==> src/rtl/spi_lcd_sink_pkg.sv <==
// Shared definitions for the serial LCD receive model: panel command opcodes,
// decoder state encoding and default panel geometry / idle timeout.
package spi_lcd_sink_pkg;

    localparam logic [7:0] CMD_SLPOUT = 8'h11;
    localparam logic [7:0] CMD_DISPON = 8'h29;
    localparam logic [7:0] CMD_CASET  = 8'h2A;
    localparam logic [7:0] CMD_RASET  = 8'h2B;
    localparam logic [7:0] CMD_RAMWR  = 8'h2C;

    localparam logic [7:0]  LCD_W_DEFAULT        = 8'd132;
    localparam logic [7:0]  LCD_H_DEFAULT        = 8'd162;
    localparam logic [15:0] IDLE_TIMEOUT_DEFAULT = 16'd4096;

    typedef enum logic [2:0] {
        StCmd,
        StCaset,
        StRaset,
        StRamwrHi,
        StRamwrLo,
        StSkip
    } dec_state_e;

endpackage

==> src/rtl/spi_lcd_byte_rx.sv <==
// Byte receiver for the panel serial link: synchronises SCL/SDA/DC/RES into the
// system clock domain, shifts SDA MSB first on each SCL rise and emits a
// one-cycle byte pulse with the DC value sampled on the 8th rise.
// Ports:
//   clk, rst_n              system clock, async active-low reset
//   scl, sda, dc, res_n     raw panel signals (asynchronous)
//   panel_rst               synchronised panel reset (RES low)
//   byte_valid              one-cycle pulse when 8 bits have been received
//   byte_data, byte_is_data completed byte and its DC flag
//   timeout                 one-cycle pulse when a partial byte is discarded
module spi_lcd_byte_rx
    import spi_lcd_sink_pkg::*;
#(
    parameter logic [15:0] IDLE_TIMEOUT = IDLE_TIMEOUT_DEFAULT
) (
    input  logic       clk,
    input  logic       rst_n,
    input  logic       scl,
    input  logic       sda,
    input  logic       dc,
    input  logic       res_n,
    output logic       panel_rst,
    output logic       byte_valid,
    output logic [7:0] byte_data,
    output logic       byte_is_data,
    output logic       timeout
);

    logic [1:0]  scl_sync;
    logic [1:0]  sda_sync;
    logic [1:0]  dc_sync;
    logic [1:0]  res_sync;
    logic        scl_prev;
    logic [7:0]  shift_q;
    logic [2:0]  bit_cnt_q;
    logic [15:0] idle_cnt_q;
    logic        scl_rise;
    logic [7:0]  shift_next;

    assign scl_rise   = scl_sync[1] & ~scl_prev;
    assign panel_rst  = ~res_sync[1];
    assign shift_next = {shift_q[6:0], sda_sync[1]};

    always_ff @(posedge clk or negedge rst_n) begin
        if (!rst_n) begin
            scl_sync     <= '0;
            sda_sync     <= '0;
            dc_sync      <= '0;
            // Held in panel reset until RES has been seen high after system reset.
            res_sync     <= '0;
            scl_prev     <= 1'b0;
            shift_q      <= '0;
            bit_cnt_q    <= '0;
            idle_cnt_q   <= '0;
            byte_valid   <= 1'b0;
            byte_data    <= '0;
            byte_is_data <= 1'b0;
            timeout      <= 1'b0;
        end else begin
            scl_sync   <= {scl_sync[0], scl};
            sda_sync   <= {sda_sync[0], sda};
            dc_sync    <= {dc_sync[0], dc};
            res_sync   <= {res_sync[0], res_n};
            scl_prev   <= scl_sync[1];
            byte_valid <= 1'b0;
            timeout    <= 1'b0;
            if (panel_rst) begin
                bit_cnt_q  <= '0;
                idle_cnt_q <= '0;
            end else if (scl_rise) begin
                shift_q    <= shift_next;
                bit_cnt_q  <= bit_cnt_q + 3'd1;
                idle_cnt_q <= '0;
                if (bit_cnt_q == 3'd7) begin
                    byte_valid   <= 1'b1;
                    byte_data    <= shift_next;
                    byte_is_data <= dc_sync[1];
                end
            end else if (bit_cnt_q != 3'd0) begin
                // Stale bits are left in shift_q; eight fresh rises overwrite them all.
                if (idle_cnt_q == IDLE_TIMEOUT - 16'd1) begin
                    bit_cnt_q  <= '0;
                    idle_cnt_q <= '0;
                    timeout    <= 1'b1;
                end else begin
                    idle_cnt_q <= idle_cnt_q + 16'd1;
                end
            end else begin
                idle_cnt_q <= '0;
            end
        end
    end

endmodule

==> src/rtl/spi_lcd_sink.sv <==
// Receive-side model of the 1.8" TFT serial interface. Decodes CASET, RASET,
// RAMWR, SLPOUT and DISPON from the byte stream and emits one pixel-write
// event (x, y, RGB565) per completed RAMWR pixel for loopback checking.
// Ports:
//   clk, rst_n_in                       system clock, async active-low reset
//   lcd_rst_n_in, lcd_clk_in,
//   lcd_data_in, lcd_dc_in              raw panel RES/SCL/SDA/DC
//   byte_valid_out, byte_data_out,
//   byte_is_data_out                    received byte stream
//   pix_valid_out, pix_x_out,
//   pix_y_out, pix_rgb_out              pixel-write stream
//   disp_on_out, sleep_out_out          panel status set by DISPON / SLPOUT
//   frame_err_out                       sticky timeout / parameter-underrun flag
module spi_lcd_sink
    import spi_lcd_sink_pkg::*;
#(
    parameter logic [7:0]  LCD_W        = LCD_W_DEFAULT,
    parameter logic [7:0]  LCD_H        = LCD_H_DEFAULT,
    parameter logic [15:0] IDLE_TIMEOUT = IDLE_TIMEOUT_DEFAULT
) (
    input  logic        clk,
    input  logic        rst_n_in,
    input  logic        lcd_rst_n_in,
    input  logic        lcd_clk_in,
    input  logic        lcd_data_in,
    input  logic        lcd_dc_in,
    output logic        byte_valid_out,
    output logic [7:0]  byte_data_out,
    output logic        byte_is_data_out,
    output logic        pix_valid_out,
    output logic [7:0]  pix_x_out,
    output logic [7:0]  pix_y_out,
    output logic [15:0] pix_rgb_out,
    output logic        disp_on_out,
    output logic        sleep_out_out,
    output logic        frame_err_out
);

    logic       panel_rst;
    logic       rx_valid;
    logic [7:0] rx_data;
    logic       rx_is_data;
    logic       rx_timeout;
    logic       byte_ok;

    spi_lcd_byte_rx #(
        .IDLE_TIMEOUT (IDLE_TIMEOUT)
    ) u_byte_rx (
        .clk          (clk),
        .rst_n        (rst_n_in),
        .scl          (lcd_clk_in),
        .sda          (lcd_data_in),
        .dc           (lcd_dc_in),
        .res_n        (lcd_rst_n_in),
        .panel_rst    (panel_rst),
        .byte_valid   (rx_valid),
        .byte_data    (rx_data),
        .byte_is_data (rx_is_data),
        .timeout      (rx_timeout)
    );

    // A byte registered just before RES went low must not leak out during reset.
    assign byte_ok = rx_valid & ~panel_rst;

    dec_state_e state_q, state_d;
    logic [7:0] xs_q, xs_d, xe_q, xe_d, ys_q, ys_d, ye_q, ye_d;
    logic [7:0] cur_x_q, cur_x_d, cur_y_q, cur_y_d;
    logic [7:0] start_q, start_d;
    logic [7:0] hi_q, hi_d;
    logic [1:0] param_idx_q, param_idx_d;
    logic       disp_q, disp_d, sleep_q, sleep_d, err_q, err_d;
    logic       pix_fire;

    always_comb begin
        state_d     = state_q;
        xs_d        = xs_q;
        xe_d        = xe_q;
        ys_d        = ys_q;
        ye_d        = ye_q;
        cur_x_d     = cur_x_q;
        cur_y_d     = cur_y_q;
        start_d     = start_q;
        hi_d        = hi_q;
        param_idx_d = param_idx_q;
        disp_d      = disp_q;
        sleep_d     = sleep_q;
        err_d       = err_q;
        pix_fire    = 1'b0;

        if (byte_ok) begin
            if (!rx_is_data) begin
                // Still collecting window params means the command cut them short.
                if (state_q == StCaset || state_q == StRaset) begin
                    err_d = 1'b1;
                end
                param_idx_d = '0;
                case (rx_data)
                    CMD_CASET: state_d = StCaset;
                    CMD_RASET: state_d = StRaset;
                    CMD_RAMWR: begin
                        state_d = StRamwrHi;
                        cur_x_d = xs_q;
                        cur_y_d = ys_q;
                    end
                    CMD_SLPOUT: begin
                        state_d = StCmd;
                        sleep_d = 1'b1;
                    end
                    CMD_DISPON: begin
                        state_d = StCmd;
                        disp_d  = 1'b1;
                    end
                    default: state_d = StSkip;
                endcase
            end else begin
                case (state_q)
                    StCaset, StRaset: begin
                        param_idx_d = param_idx_q + 2'd1;
                        if (param_idx_q == 2'd1) begin
                            start_d = rx_data;
                        end
                        if (param_idx_q == 2'd3) begin
                            if (state_q == StCaset) begin
                                xs_d = start_q;
                                xe_d = rx_data;
                            end else begin
                                ys_d = start_q;
                                ye_d = rx_data;
                            end
                            state_d = StCmd;
                        end
                    end
                    StRamwrHi: begin
                        hi_d    = rx_data;
                        state_d = StRamwrLo;
                    end
                    StRamwrLo: begin
                        pix_fire = 1'b1;
                        state_d  = StRamwrHi;
                        if (cur_x_q == xe_q) begin
                            cur_x_d = xs_q;
                            cur_y_d = (cur_y_q == ye_q) ? ys_q : cur_y_q + 8'd1;
                        end else begin
                            cur_x_d = cur_x_q + 8'd1;
                        end
                    end
                    default: ;
                endcase
            end
        end

        if (rx_timeout && !panel_rst) begin
            err_d = 1'b1;
        end
    end

    always_ff @(posedge clk or negedge rst_n_in) begin
        if (!rst_n_in) begin
            state_q     <= StCmd;
            xs_q        <= '0;
            xe_q        <= LCD_W - 8'd1;
            ys_q        <= '0;
            ye_q        <= LCD_H - 8'd1;
            cur_x_q     <= '0;
            cur_y_q     <= '0;
            start_q     <= '0;
            hi_q        <= '0;
            param_idx_q <= '0;
            disp_q      <= 1'b0;
            sleep_q     <= 1'b0;
            err_q       <= 1'b0;
        end else if (panel_rst) begin
            state_q     <= StCmd;
            xs_q        <= '0;
            xe_q        <= LCD_W - 8'd1;
            ys_q        <= '0;
            ye_q        <= LCD_H - 8'd1;
            cur_x_q     <= '0;
            cur_y_q     <= '0;
            start_q     <= '0;
            hi_q        <= '0;
            param_idx_q <= '0;
            disp_q      <= 1'b0;
            sleep_q     <= 1'b0;
            err_q       <= 1'b0;
        end else begin
            state_q     <= state_d;
            xs_q        <= xs_d;
            xe_q        <= xe_d;
            ys_q        <= ys_d;
            ye_q        <= ye_d;
            cur_x_q     <= cur_x_d;
            cur_y_q     <= cur_y_d;
            start_q     <= start_d;
            hi_q        <= hi_d;
            param_idx_q <= param_idx_d;
            disp_q      <= disp_d;
            sleep_q     <= sleep_d;
            err_q       <= err_d;
        end
    end

    assign byte_valid_out   = byte_ok;
    assign byte_data_out    = rx_data;
    assign byte_is_data_out = rx_is_data;
    assign pix_valid_out    = pix_fire;
    assign pix_x_out        = cur_x_q;
    assign pix_y_out        = cur_y_q;
    assign pix_rgb_out      = {hi_q, rx_data};
    assign disp_on_out      = disp_q;
    assign sleep_out_out    = sleep_q;
    assign frame_err_out    = err_q;

endmodule

==> config.mk <==
export PLATFORM = sky130hd
export DESIGN_NAME = spi_lcd_sink
export DESIGN_NICKNAME = d
export VERILOG_FILES = /design/src/rtl/spi_lcd_sink_pkg.sv /design/src/rtl/spi_lcd_byte_rx.sv /design/src/rtl/spi_lcd_sink.sv
export SDC_FILE = /design/constraint.sdc
export NUM_CORES = 1
export LEC_CHECK = 0
export BUFFER_PORTS_ARGS = -buffer_cell sky130_fd_sc_hd__buf_2
export CORE_MARGIN = 1.5
export CORE_UTILIZATION = 40
export CTS_CLUSTER_SIZE = 40
export DETAILED_ROUTE_END_ITERATION = 10
export PLACE_DENSITY = 0.64
export SLEW_MARGIN = 20
export SYNTH_ARGS = -nofsm -noshare
export SYNTH_HDL_FRONTEND = slang
export SYNTH_HIERARCHICAL = 1
export SYNTH_SLANG_ARGS = --single-unit
==> constraint.sdc <==
create_clock -name clk -period 4.3 [get_ports clk]
set_clock_uncertainty 0.2 [all_clocks]
set_input_delay 1.075 -clock clk [delete_from_list [all_inputs] [get_ports clk]]
set_output_delay 1.075 -clock clk [all_outputs]
set_load 0.01 [all_outputs]
# Yosys cells after proc, flatten, opt, wreduce, memory -nomap -nowiden
# Cells that the tools add are included.
# word_totals
elab_cells	176
regBits	118
out_inout_bits	46
# classes
eq_ne	37
n_mux	87
n_reduce_logical	19
add_sub_neg	5
bitwise	3
# op_table
cell	n
8-bit 2-to-1 mux	46
16-bit 2-to-1 mux	4
8-bit by 6-bit equality test with 1-bit output (second input constant)	4
3-bit 2-to-1 mux	8
3-bit inequality test (second input constant)	8
1-bit 2-to-1 mux	23
3-bit AND reduction	7
2-bit inequality test (second input constant)	10
16-bit by 1-bit adder with 16-bit output (second input constant)	1
8-bit by 1-bit adder with 8-bit output (second input constant)	2
16-bit by 12-bit equality test with 1-bit output (second input constant)	1
8-bit equality test	2
3-bit one-hot mux with 4 select lines	1
5-bit AND reduction	2
3-bit one-hot mux with 3 select lines	1
8-bit by 5-bit equality test with 1-bit output (second input constant)	1
2-bit 2-to-1 mux	4
4-bit AND reduction	2
3-bit by 2-bit equality test with 1-bit output (second input constant)	2
3-bit equality test (second input constant)	2
2-bit AND reduction	3
5-bit inequality test (second input constant)	1
4-bit inequality test (second input constant)	1
2-bit OR reduction	2
12 further kinds	13

# Longest topological paths before layout
# depth
word_depth	7
mapped_depth	8

# By module
# The synthesis kept the hierarchy.
# modules_own_cells
mod	cells_per_inst	instances	seq_area_each_um2	area_per_inst_um2
spi_lcd_sink	387	1	1809.2	3872.5
spi_lcd_byte_rx	144	1	1151.1	1851.8

# Least setup slack after synthesis
# OpenSTA, ideal clock, no wires.
# synth_timing
path_kind	reg-to-output
start	register u_byte_rx.res_sync[1]
end	output pix_valid_out
arrival_ps	1121
slack_ps	1904
path_stages_with_launch	5
required_ps	3025
cell_sequence	dfrtp_1 > inv_1 > buf_2 > nor2_1 > and2_1
# synth_via
elab_chain_len	2
# synth_rtl
element	line_no	source
start, declared	spi_lcd_byte_rx.sv:32	logic [1:0] res_sync;
start signal, assigned	spi_lcd_byte_rx.sv:63	res_sync <= {res_sync[0], res_n};
1-bit bitwise AND	spi_lcd_sink.sv:63	assign byte_ok = rx_valid & ~panel_rst;
via byte_valid_out	spi_lcd_sink.sv:27	output logic byte_valid_out,
1-bit 2-to-1 mux	spi_lcd_sink.sv:90	if (byte_ok) begin
end, declared	spi_lcd_sink.sv:30	output logic pix_valid_out,
# The timed path passes the listed nets, and every way through them passes these cells.

# Worst setup path after layout
# layout_timing
start	register u_byte_rx.res_sync[1]
end	output pix_valid_out
# layout_via
elab_chain_len	2
# layout_rtl
element	line_no
1-bit bitwise AND	spi_lcd_sink.sv:63
1-bit 2-to-1 mux	spi_lcd_sink.sv:90
# No other way between the ends.

==> summary.md <==
| Metric | Value |
|---|---|
| Startpoint class of the critical path | register |
| Post-layout min period | 3.20 ns |
| CTS Hold Bufs | 0 |
| Fin. Hold Viols | 0 |
| Slew HR | 38.0% |
| CTS tree | built |
| Initial Utilization | 41.1% |
| Setup_tns | 0 ns |
| Placed Instance Area | 6080 um^2 |
| Tightest Pin Transition | 0.930 ns |
| LEAKAGE | 3.08 nW |
| Vias in the first global route | 3988 |
| First-pass GRT wire length | 20700 um |
| Clock latency on the worst-skew pair | ~0.4 ns |
| Max Slew Vio Count | 0 |
| PwrDens | 423 nW/um^2 |
| Worst path required time | about 3.0 ns |
| Placer Congestion | 0.764 |
| Pin count of the biggest net entering global routing | 72 |
| Grt total ovfl | 0 |
| Num CTS Buffers | 17 |
| RSZ-0062 raised after global routing | no |
| Initial antenna violation count | 0 |
| Post CTS Setup Buffer Count | 0 |
| Dpl hpwl | 8460 um |
| CP Max Fanout | 26 |
| Clk sink count | 118 |
| CTS Root Cell | clkbuf_16 |
| GR Util All Layers | 18.1% |
| Area grow syn2layout | 17.9% |
| Final core area utilization | 48.4% |
| Hold slack | 0.147 ns |
| Drt initial violations | roughly 400 |
| Routed vias/inst | 5.30 |
| Post-synth ARST share | 100% |
| Fmax | about 0.31 GHz |
| Number of synthesized flops with an enable pin | 0 |
| Seq cells post-synth | 118 |
| Crit. End Element | primary output |
| # rows | 43 |
| Mapped cell area | 5720 um^2 |
| DIE HEIGHT | 123 um |
| Final setup viols | 0 |
| # DRC | 0 |
| Max incr delay on CP | about 0.55 ns |
| Ratio of cells with drive above 1 in the final layout | 23.3% |
| Ports | 52 |
| Yosys cell types | 62 |
| Fin crit share | ~74% |
| # H-tree levels | 4 |
| Max clock buf depth | 2 |
| # Max-Cap Violations | 0 |
| Syn avg cell area | roughly 11 um^2 |
| CP Class | reg -> out |
| Port bufs | 51 |
| PostCTS Resize Cnt | 0 |
| Design area | about 6700 um^2 |
| Number of diodes | 0 |
| Vias post-DR | 4077 |
| Status | complete, no violations |
| Slowest CP cell | inv_1 |
| Worst endpoint data arrival time | 1.92 ns |
| Full die area | 15000 um^2 |
| Prevailing post-synth register cell | dfrtp_1 |
| First-pass detailed-route iteration total | 4 |
| Syn nets | 545 |
| Worst min-delay path class | reg -> reg |
| Sequential share of the synthesized area | around 52% |
| Horiz. Die Dim | about 120 um |
| Worst vdd rail ir drop | 0.000509 V |
| Core Area | 13900 um^2 |
| Synth warnings | 6 |
| Drt wl/cell | ~16 um |
| CP cell instances | inv_1 -> nor2_1 -> and2_1 -> buf_2 |
| Final nets | roughly 600 |
| Final wirelength | 12600 um |
| Synth Instances | 531 |
| Antenna Nets Post-Route | 0 |
| Clock slew at reported path FFs | 0.05 ns |
[report_power, final]
| group | switching [W] | internal (W) |
|---|---|---|
| combinational | 0.0000675 | 0.0000489 |
| clock | 0.000501 | 0.00105 |
| sequential | 0.0000289 | 0.00115 |
| total | 0.000597 | 0.00226 |
[cells in the mapped netlist (2+ instances only)]
cell / number / share of area [%]
o21ai_0: 41 / 3.6
inv_1: 28 / 1.8
o31a_1: 5 / 0.76
buf_1: 2 / 0.13
nor2_1: 41 / 2.7
and2_1: 3 / 0.33
nor3_1: 7 / 0.61
nor2b_1: 6 / 0.66
buf_4: 10 / 1.3
nand2b_1: 19 / 2.1
buf_6: 4 / 0.79
mux2i_1: 23 / 4.0
nand4_1: 11 / 1.2
a22oi_1: 2 / 0.26
inv_2: 2 / 0.13
a31oi_1: 5 / 0.55
dfrtp_1: 112 / 49
ha_1: 8 / 1.7
nor3b_1: 2 / 0.26
o31ai_1: 6 / 0.79
a21oi_2: 2 / 0.31
nand2_1: 46 / 3.0
xor2_1: 13 / 2.0
nor4_1: 6 / 0.66
nor4b_4: 2 / 0.83
buf_2: 4 / 0.35
clkbuf_1: 10 / 0.66
o22ai_1: 3 / 0.33
dfstp_2: 6 / 2.8
a41oi_1: 2 / 0.31
o2bb2ai_1: 6 / 0.92
nand3_1: 11 / 0.96
mux2_2: 23 / 4.5
o221ai_1: 6 / 0.92
a21oi_1: 4 / 0.35
xnor2_1: 19 / 2.9
and3_1: 6 / 0.66
[layout make-up]
cell class / count / area (um^2)
fill: 1239 / 7190
sequential: 118 / 2960
multi-input combinational: 353 / 2480
clock buffer: 19 / 453
timing repair buffer: 56 / 308
tap: 180 / 225
clock inverter: 13 / 203
inverter: 30 / 113
[state kept, by name, summed over array words and instances, names as in the netlist, 2 cells and up]
name                  flops
u_byte_rx/res_sync        2
u_byte_rx/dc_sync         2
xs_q                      8
xe_q                      8
u_byte_rx/sda_sync        2
u_byte_rx/byte_data       8
pix_y_out                 8
hi_q                      8
pix_x_out                 8
start_q                   8
u_byte_rx/bit_cnt_q       3
state_q                   3
ye_q                      8
ys_q                      8
u_byte_rx/scl_sync        2
u_byte_rx/shift_q         7
u_byte_rx/idle_cnt_q     16
param_idx_q               2
[layer usage]
layer	GRT usage [%]	vias up	wire [um]
met5	0	-	0
met4	4.87	0	117
met3	4.41	10	407
met2	29.1	80	6030
met1	24.3	2048	6000
li1	-	1939	-
[final timing paths]
check	start	endpoint	slack, ns	cells past startpoint
setup / recovery	u_byte_rx/res_sync[1]	pix_valid_out	1.10	4
hold / removal	u_byte_rx/scl_sync[0]	u_byte_rx/scl_sync[1]	0.15	0
setup reg to reg	u_byte_rx/res_sync[1]	u_byte_rx/byte_data[6]	1.70	4
hold reg to reg	u_byte_rx/scl_sync[0]	u_byte_rx/scl_sync[1]	0.15	0
max in group asynchronous	rst_n_in	xe_q[1]	2.44	2
min in group asynchronous	rst_n_in	pix_x_out[5]	0.62	1
[cell families (layout without fill, tap and decap cells)]
family	after synthesis	count (layout)	synth area share (%)
xor gates and xnor gates	32	32	4.90
and+or+nand+nor	172	172	16.5
adders and majority gates	9	9	1.92
AOI/OAI and AO/OA	94	94	11.2
DFF	118	118	51.7
buffers and inverters	60	118	5.20
muxes	46	46	8.55
[per-stage QoR]
stage               power (W)  setup WS, ns  cells
global placement      0.00132          1.55    737
finish                0.00286          1.10    769
floorplan             0.00127          1.90    531
global route          0.00296         0.901    769
detailed placement    0.00132          1.52    737
CTS                   0.00288          1.08    769
[cell usage in the layout (no fill, tap or decap), types with 3 or more instances in the layout]
cell type	netlist	final
a21oi_1	4	4
a31oi_2	0	3
and2_1	3	3
and3_1	6	6
buf_2	4	50
buf_4	10	5
bufinv_16	0	5
clkbuf_16	0	17
clkinv_2	0	3
clkinvlp_4	0	5
dfrtp_1	112	112
dfstp_2	6	6
ha_1	8	8
inv_1	28	28
mux2_2	23	23
mux2i_1	23	23
nand2_1	46	46
nand2b_1	19	19
nand3_1	11	11
nand4_1	11	11
nor2_1	41	41
nor2b_1	6	6
nor3_1	7	7
nor4_1	6	6
o21ai_0	41	41
o221ai_1	6	6
o22ai_1	3	3
o2bb2ai_1	6	6
o31a_1	5	5
o31ai_1	6	6
xnor2_1	19	19
xor2_1	13	13
[critical path: cells and delay by family (launching register included)]
kind,cells,cell delay [ns]
buf+inv,2,0.68
simple gates,2,0.44
flops,1,0.40
Note: power is estimated with default switching activity, not from simulation.
